<file path="src/rtl/aes_gcm_ghash_engine.sv">
// aes_gcm_ghash_engine
// Multi-context GHASH/tag engine. Accepts AAD / CT / FINAL / START commands on a
// valid/ready handshake, folds each padded block into a per-context accumulator
// with a digit-serial GF(2^128) multiplier (DIGIT_BITS bits of X per cycle),
// tracks AAD/CT bit lengths, and on FINAL emits a truncated tag.
//
// Ports:
//   clk, rst_n          clock, synchronous active-low reset
//   i_valid / o_ready   command handshake (accept when both high)
//   i_ctx               target context
//   i_type              00 AAD, 01 CT, 10 FINAL, 11 START
//   i_data / i_nbytes   block (bit 127 = GCM bit 0) and valid leading bytes (0 = 16)
//   i_h, i_encrypted_j0 hash subkey and E(K,J0), captured on START
//   o_tag_valid/_ctx    one-cycle tag pulse and its context
//   o_tag               truncated tag, held until the next tag
//   o_err               one-cycle protocol-error pulse
module aes_gcm_ghash_engine #(
  parameter int unsigned NUM_CTX    = 2,
  parameter int unsigned DIGIT_BITS = 8,
  parameter int unsigned TAG_BYTES  = 16,
  localparam int unsigned CTX_W     = (NUM_CTX > 1) ? $clog2(NUM_CTX) : 1
) (
  input  logic             clk,
  input  logic             rst_n,
  input  logic             i_valid,
  output logic             o_ready,
  input  logic [CTX_W-1:0] i_ctx,
  input  logic [1:0]       i_type,
  input  logic [127:0]     i_data,
  input  logic [3:0]       i_nbytes,
  input  logic [127:0]     i_h,
  input  logic [127:0]     i_encrypted_j0,
  output logic             o_tag_valid,
  output logic [CTX_W-1:0] o_tag_ctx,
  output logic [127:0]     o_tag,
  output logic             o_err
);

  localparam int unsigned MUL_CYCLES = 128 / DIGIT_BITS;
  localparam int unsigned CNT_W      = (MUL_CYCLES > 1) ? $clog2(MUL_CYCLES) : 1;
  localparam int unsigned CTXC_W     = CTX_W + 1;
  localparam logic [127:0] R_POLY    = {8'hE1, 120'h0};

  localparam logic [1:0] TY_AAD   = 2'b00;
  localparam logic [1:0] TY_CT    = 2'b01;
  localparam logic [1:0] TY_FINAL = 2'b10;
  localparam logic [1:0] TY_START = 2'b11;

  typedef enum logic [0:0] {ST_IDLE, ST_MUL} state_e;
  typedef enum logic [1:0] {PH_IDLE, PH_AAD, PH_CT, PH_DONE} phase_e;

  // Keep the first n bytes (byte 0 = bits 127:120), zero the rest.
  function automatic logic [127:0] byte_mask(input logic [4:0] n);
    logic [127:0] m;
    m = '0;
    for (int unsigned b = 0; b < 16; b++) begin
      if (5'(b) < n) m[127 - 8*b -: 8] = 8'hFF;
    end
    return m;
  endfunction

  localparam logic [127:0] TAG_MASK = byte_mask(5'(TAG_BYTES));

  // Per-context state
  logic [127:0] h_q     [NUM_CTX];
  logic [127:0] ej0_q   [NUM_CTX];
  logic [127:0] acc_q   [NUM_CTX];
  logic [63:0]  aad_q   [NUM_CTX];
  logic [63:0]  ct_q    [NUM_CTX];
  phase_e       phase_q [NUM_CTX];
  logic         closed_q[NUM_CTX];

  // Engine state
  state_e           state_q, state_d;
  logic [127:0]     x_q, z_q, v_q;
  logic [127:0]     z_n, v_n;
  logic [CNT_W-1:0] cnt_q;
  logic [CTX_W-1:0] mul_ctx_q;
  logic             mul_final_q;
  logic             ready_q, err_q, tag_valid_q;
  logic [127:0]     tag_q;
  logic [CTX_W-1:0] tag_ctx_q;

  // Command decode
  logic             ctx_ok, fire, legal, start_mul, err_d, partial, mul_last;
  logic [CTX_W-1:0] sel;
  logic [4:0]       nbytes;
  logic [63:0]      add_bits;
  logic [127:0]     operand, x_d;

  // Legality check and multiplier operand for the presented command.
  always_comb begin : decode
    ctx_ok   = CTXC_W'(i_ctx) < CTXC_W'(NUM_CTX);
    sel      = ctx_ok ? i_ctx : '0;
    nbytes   = (i_nbytes == 4'd0) ? 5'd16 : {1'b0, i_nbytes};
    partial  = (nbytes != 5'd16);
    add_bits = 64'(nbytes) << 3;
    fire     = i_valid & ready_q;
    legal    = 1'b0;
    case (i_type)
      TY_START: legal = 1'b1;
      TY_AAD:   legal = (phase_q[sel] == PH_AAD) && !closed_q[sel];
      TY_CT:    legal = (phase_q[sel] == PH_AAD) ||
                        ((phase_q[sel] == PH_CT) && !closed_q[sel]);
      default:  legal = (phase_q[sel] == PH_AAD) || (phase_q[sel] == PH_CT);
    endcase
    legal     = legal & ctx_ok;
    operand   = (i_type == TY_FINAL) ? {aad_q[sel], ct_q[sel]}
                                     : (i_data & byte_mask(nbytes));
    x_d       = acc_q[sel] ^ operand;
    start_mul = fire & legal & (i_type != TY_START);
    err_d     = fire & ~legal;
  end

  // Next-state logic of the engine FSM.
  always_comb begin : fsm_next
    state_d  = state_q;
    mul_last = 1'b0;
    case (state_q)
      ST_IDLE: if (start_mul) state_d = ST_MUL;
      ST_MUL: begin
        mul_last = (cnt_q == CNT_W'(MUL_CYCLES - 1));
        if (mul_last) state_d = ST_IDLE;
      end
      default: state_d = ST_IDLE;
    endcase
  end

  // One digit of the shift-and-add multiply: consume DIGIT_BITS MSBs of X.
  always_comb begin : digit_step
    z_n = z_q;
    v_n = v_q;
    for (int unsigned i = 0; i < DIGIT_BITS; i++) begin
      if (x_q[127 - i]) z_n = z_n ^ v_n;
      v_n = v_n[0] ? ((v_n >> 1) ^ R_POLY) : (v_n >> 1);
    end
  end

  // FSM state register.
  always_ff @(posedge clk) begin : fsm_reg
    if (!rst_n) state_q <= ST_IDLE;
    else        state_q <= state_d;
  end

  // Context bookkeeping, multiplier datapath and registered outputs.
  always_ff @(posedge clk) begin : datapath
    if (!rst_n) begin
      for (int unsigned c = 0; c < NUM_CTX; c++) begin
        h_q[c]      <= '0;
        ej0_q[c]    <= '0;
        acc_q[c]    <= '0;
        aad_q[c]    <= '0;
        ct_q[c]     <= '0;
        phase_q[c]  <= PH_IDLE;
        closed_q[c] <= 1'b0;
      end
      x_q         <= '0;
      z_q         <= '0;
      v_q         <= '0;
      cnt_q       <= '0;
      mul_ctx_q   <= '0;
      mul_final_q <= 1'b0;
      ready_q     <= 1'b0;
      err_q       <= 1'b0;
      tag_valid_q <= 1'b0;
      tag_q       <= '0;
      tag_ctx_q   <= '0;
    end else begin
      if (fire && legal) begin
        case (i_type)
          TY_START: begin
            h_q[sel]      <= i_h;
            ej0_q[sel]    <= i_encrypted_j0;
            acc_q[sel]    <= '0;
            aad_q[sel]    <= '0;
            ct_q[sel]     <= '0;
            closed_q[sel] <= 1'b0;
            phase_q[sel]  <= PH_AAD;
          end
          TY_AAD: begin
            aad_q[sel]    <= aad_q[sel] + add_bits;
            closed_q[sel] <= partial;
          end
          TY_CT: begin
            // First CT leaves the AAD phase; its closed flag starts afresh.
            ct_q[sel]     <= ct_q[sel] + add_bits;
            closed_q[sel] <= partial;
            phase_q[sel]  <= PH_CT;
          end
          default: ;
        endcase
      end
      if (start_mul) begin
        x_q         <= x_d;
        z_q         <= '0;
        v_q         <= h_q[sel];
        cnt_q       <= '0;
        mul_ctx_q   <= sel;
        mul_final_q <= (i_type == TY_FINAL);
      end
      if (state_q == ST_MUL) begin
        x_q   <= x_q << DIGIT_BITS;
        z_q   <= z_n;
        v_q   <= v_n;
        cnt_q <= cnt_q + CNT_W'(1);
        if (mul_last) begin
          acc_q[mul_ctx_q] <= z_n;
          if (mul_final_q) begin
            tag_q              <= (z_n ^ ej0_q[mul_ctx_q]) & TAG_MASK;
            tag_ctx_q          <= mul_ctx_q;
            phase_q[mul_ctx_q] <= PH_DONE;
          end
        end
      end
      tag_valid_q <= mul_last & mul_final_q;
      err_q       <= err_d;
      ready_q     <= (state_d == ST_IDLE);
    end
  end

  assign o_ready     = ready_q;
  assign o_err       = err_q;
  assign o_tag_valid = tag_valid_q;
  assign o_tag       = tag_q;
  assign o_tag_ctx   = tag_ctx_q;

endmodule

</file>
<file path="config.mk">
export PLATFORM = sky130hd
export DESIGN_NAME = aes_gcm_ghash_engine
export DESIGN_NICKNAME = d
export VERILOG_FILES = /design/src/rtl/aes_gcm_ghash_engine.sv
export SDC_FILE = /design/constraint.sdc
export NUM_CORES = 2
export LEC_CHECK = 0
export CAP_MARGIN = 20
export CORE_MARGIN = 3
export CORE_UTILIZATION = 50
export DETAILED_ROUTE_END_ITERATION = 8
export PLACE_DENSITY = 0.79
export SYNTH_ARGS = -nofsm -noshare
export SYNTH_HDL_FRONTEND = slang
export SYNTH_SLANG_ARGS = --single-unit
export TNS_END_PERCENT = 10
</file>
<file path="constraint.sdc">
create_clock -name clk -period 11.9 [get_ports clk]
set_input_delay 1.19 -clock clk [delete_from_list [all_inputs] [get_ports clk]]
set_output_delay 1.19 -clock clk [all_outputs]
set_load 0.05 [all_outputs]
</file>
# Yosys cells after proc, flatten, opt, wreduce, memory -nomap -nowiden
# Memories as Yosys holds them, arrays and structs flattened. A register that Yosys moved wholly into a read port is not among the register bits.
# Index checks and enable logic that the tools add are counted.
[word_totals] regBits=523 latch_bits=0 mem_bits_rw=1030 rom_bits=0 word_cells=203 memories=7
[classes] addsub=3 mul=0 n_div=0 magnitude_cmp=16 n_eq_ne=8 n_shift=0 n_mux=103 n_bitwise=33 n_reduce_logical=20
[mem_list] memory="acc_q" words=2 word_bits=128 rd=1 rd_clocked_by_memory_dff=0 wr=2 line="67" text="logic [127:0] acc_q [NUM_CTX];"
[mem_list] memory="ej0_q" words=2 word_bits=128 rd=1 rd_clocked_by_memory_dff=1 wr=2 line="66" text="logic [127:0] ej0_q [NUM_CTX];"
[mem_list] memory="h_q" words=2 word_bits=128 rd=1 rd_clocked_by_memory_dff=0 wr=2 line="65" text="logic [127:0] h_q [NUM_CTX];"
[mem_list] memory="aad_q" words=2 word_bits=64 rd=1 rd_clocked_by_memory_dff=0 wr=2 line="68" text="logic [63:0] aad_q [NUM_CTX];"
[mem_list] memory="ct_q" words=2 word_bits=64 rd=1 rd_clocked_by_memory_dff=0 wr=2 line="69" text="logic [63:0] ct_q [NUM_CTX];"
[mem_list] memory="phase_q" words=2 word_bits=2 rd=1 rd_clocked_by_memory_dff=0 wr=2 line="70" text="phase_e phase_q [NUM_CTX];"
[mem_list] memory="+1 memories"
[ops] op="$mux W128" n=27
[ops] op="$xor A128 B128 Y128" n=10
[ops] op="$reduce_or A128 Y1" n=4
[ops] op="$mux W64" n=4
[ops] op="$add A64 B8 Y64" n=2
[ops] op="$and A128 B128 Y128" n=1
[ops] op="$mux W8" n=16
[ops] op="$reduce_or A64 Y1" n=2
[ops] op="$mux W1" n=48
[ops] op="$lt A4 B5 Y1 const A" n=8
[ops] op="$not A3 Y4" n=8
[ops] op="$lt A3 B5 Y1 const A" n=4
[ops] op="$lt A1 B5 Y1 const A" n=2
[ops] op="$lt A2 B5 Y1 const A" n=2
[ops] op="$mux W4" n=2
[ops] op="$eq A2 B2 Y1 const B" n=3
[ops] op="$mux W2" n=3
[ops] op="$reduce_or A2 Y1" n=3
[ops] op="$and A1 B1 Y1" n=5
[ops] op="$mux W5" n=1
[ops] op="$ne A5 B5 Y1 const B" n=1
[ops] op="$or A1 B1 Y1" n=5
[ops] op="$add A4 B1 Y4 const B" n=1
[ops] op="$eq A2 B1 Y1 const B" n=2
[ops] op="13 further kinds" n=19

# Depth between registers and ports, before layout
[logic_depth] ltp_word=17 depth_mapped=19 mapped_depth_nobuf=10

# Worst setup path before layout
# OpenSTA, ideal clock, no wires.
[synth_timing] path_type="input to register" startpoint="in i_ctx" endpoint="mem ej0_q[1][0], enable pin" setup_ns=1.979 arrival_time_ns=7.119 required_ns=9.921 path_slack_ns=2.802 stages=13 path_cell_list="buf_6 buf_8 buf_6 buf_6 buf_6 buf_6 buf_4 buf_2 buf_4 buf_4 buf_2 nand3_1 nand2_1"
[synth_lines] item="start: declaration" line="27" text="input logic [CTX_W-1:0] i_ctx,"
[synth_lines] item="end: declaration" line="66"

==> impl_metrics.env <==
export IMPL_cts_max_path_buffers=3
export IMPL_fin_setup_tns_ns=0
export IMPL_fin_cells=11080
export IMPL_initial_core_util=0.504
export IMPL_grt_max_degree=185
export IMPL_status="finished, final reports clean"
export IMPL_finalClockSkew_ns=0.0574
export IMPL_numCtsBuffers=168
export IMPL_nets=9117
export IMPL_worst_pin_slew_ns=1.36
export IMPL_io_pins=526
export IMPL_final_hold_viol_count=0
export IMPL_synth_edff_count=1024
export IMPL_ys_seq_area_frac=0.490
export IMPL_cts_tree="yes"
export IMPL_critPathRequiredTime_ns=12.42
export IMPL_routedWlPerCell_um=22.7
export IMPL_dieWidth_um=417
export IMPL_synthDistinctLibCells=90
export IMPL_grt_pass1_wl_mm=378
export IMPL_irDropWorstVdd_mv=0.164
export IMPL_grtUsageTotal=0.281
export IMPL_synthCells=8587
export IMPL_drv_cap=0
export IMPL_dpl_cell_count=10727
export IMPL_post_cts_buffers=0
export IMPL_slew_violations=0
export IMPL_rsz0062_at_grt="false"
export IMPL_grt_pass1_vias=61133
export IMPL_synth_common_cells="nand2_1, xnor2_1, edfxtp_1, nor2_1, and2_1"
export IMPL_async_reset_ff_frac=0
export IMPL_fin_crit_ns=5.35
export IMPL_p_leak_nw=31.6
export IMPL_synth_area_leaders="edfxtp_1, dfxtp_1, xnor2_1, nand2_1, mux2i_1"
export IMPL_die_h_um=417
export IMPL_io_buffer_count=525
export IMPL_clk_pin_slew_worst_paths_ns=0.06
export IMPL_ant_nets=0
export IMPL_insertion_delay_ns=0.83
export IMPL_rows=150
export IMPL_min_period_over_period=0.450
export IMPL_first_iter_violations=7958
export IMPL_path_max_fanout=85
export IMPL_ys_flop_type="edfxtp_1"
export IMPL_grt_overflow=0
export IMPL_cts_hold_buffers=0
export IMPL_synth_area_per_cell_um2=9.83
export IMPL_netlist_area_leader_share=0.364
export IMPL_cts_sinks=1554
export IMPL_dr_pass1_iters=8
export IMPL_drc=0
export IMPL_hold_class="reg2reg"
export IMPL_routed_via_density=5.75
export IMPL_fmax_mhz=187
export IMPL_setup_violations=0
export IMPL_yosysWarnings=0
export IMPL_gp_congestion=0.937
export IMPL_slew_headroom=0.0942
export IMPL_yosysTopAreaCell="edfxtp_1"
export IMPL_routed_wl_mm=252
export IMPL_synth_area_mm2=0.0844
export IMPL_critPathKind="in2reg"
export IMPL_antenna_found_initial=48
export IMPL_cts_max_level=4
export IMPL_cts_resized=0
export IMPL_synth_most_common_cell="nand2_1"
export IMPL_ctsRootBufferMaster="clkbuf_16"
export IMPL_via_count=63765
export IMPL_drive_above_1_share=0.0577
export IMPL_dp_hpwl_mm=169
export IMPL_synthesis_nets=8998
export IMPL_syn2layout_area_growth_pct=14.3
export IMPL_core_mm2=0.167
export IMPL_startpoint_type="input port"
export IMPL_end_kind="flip-flop"
export IMPL_ys_ff_latch=1554
export IMPL_powerDensity_mw_per_mm2=131
export IMPL_critPathArrivalTime_ns=5.87
export IMPL_post_route_util=0.576
export IMPL_dieArea_mm2=0.174
-- metal layers --
metal  routed length (um)  global-route usage  vias up
li1                     -                   -    29122
met1               100000               0.378    31027
met2               114000               0.434     3064
met3                24200              0.0594      522
met4                13400               0.136       30
met5                  185                   0        -
-- cell usage in the layout, fill, tap and decap left out, types with 269 or more instances in the layout --
master | netlist | final
nand2_1 | 1715 | 1709
xnor2_1 | 1121 | 1121
edfxtp_1 | 1024 | 1024
nor2_1 | 727 | 724
and2_1 | 531 | 531
clkdlybuf4s50_1 | 0 | 523
dfxtp_1 | 530 | 520
mux2i_1 | 481 | 481
xor2_1 | 321 | 321
a21oi_1 | 269 | 269
-- power by group --
part	internal [W]	leakage (nW)	switching [W]	total [W]
registers	0.00592	14.9	0.000185	0.00611
clock network	0.00300	2.69	0.00227	0.00527
logic	0.000485	14.0	0.000792	0.00128
total	0.00941	31.6	0.00325	0.0127
-- stage by stage --
stage | setup slack (ns) | total power (W) | area, um^2 | hold slack, ns
5_1_grt | 6.31 | 0.0130 | 96400 | 0.465
4_1_cts | 6.29 | 0.0127 | 96200 | 0.455
2_1_floorplan | 2.80 | 0.00697 | 84400 | 0.431
3_3_place_gp | 5.47 | 0.00743 | 90600 | 0.437
6_report | 6.55 | 0.0127 | 96400 | 0.449
3_5_place_dp | 5.44 | 0.00746 | 90600 | 0.443
-- final cells by class --
class	instances	area, um^2
Tap cell	2204	2760
Multi-Input combinational cell	6328	40300
Inverter	21	93.8
Fill cell	13917	71000
Timing Repair Buffer	633	6230
Antenna cell	27	67.6
Clock buffer	228	4670
Clock inverter	85	906
Sequential cell	1554	41400
-- critical path: stages --
cell and delay (ns):
buf_8 0.49, buf_4 0.64, buf_4 0.86, mux2_2 0.44, ha_1 0.33, a21o_1 0.21
a21oi_1 0.87, nor3_1 0.11, buf_4 0.25, nand4b_1 0.18, xor2_1 0.17, nor2_1 0.05
-- kinds of logic after synthesis --
logic type / after synthesis / synth area share
and+or+nand+nor: 3305 / 0.173
muxes: 569 / 0.0688
buffers and inverters: 705 / 0.0340
xor gates and xnor gates: 1460 / 0.155
adders and majority gates: 17 / 0.00270
AOI/OAI and AO/OA: 977 / 0.0765
DFF: 1554 / 0.490
-- sequential cells by signal (all words and copies together) (netlist names), 2 cells and up, named ones only --
name and flops:
x_q 128, h_q 256, ej0_q 256, cnt_q 4
ct_q 128, acc_q 256, o_tag 128, phase_q 4
closed_q 2, z_q 128, aad_q 128, v_q 128
-- final timing paths --
| kind | startpoint | end | slack, ns | cells past startpoint |
|---|---|---|---|---|
| max | i_ctx | aad_q[0][55]$_SDFFCE_PN0P_ | 6.55 | 12 |
| min | x_q[4]$_SDFFE_PP0P_ | x_q[12]$_SDFFE_PN0P_ | 0.45 | 2 |
| max reg2reg | state_q$_SDFF_PN0_ | acc_q[1][43]$_SDFFCE_PN0P_ | 7.53 | 4 |
| min reg2reg | x_q[4]$_SDFFE_PP0P_ | x_q[12]$_SDFFE_PN0P_ | 0.45 | 2 |
(Power assumes the default switching activity.)
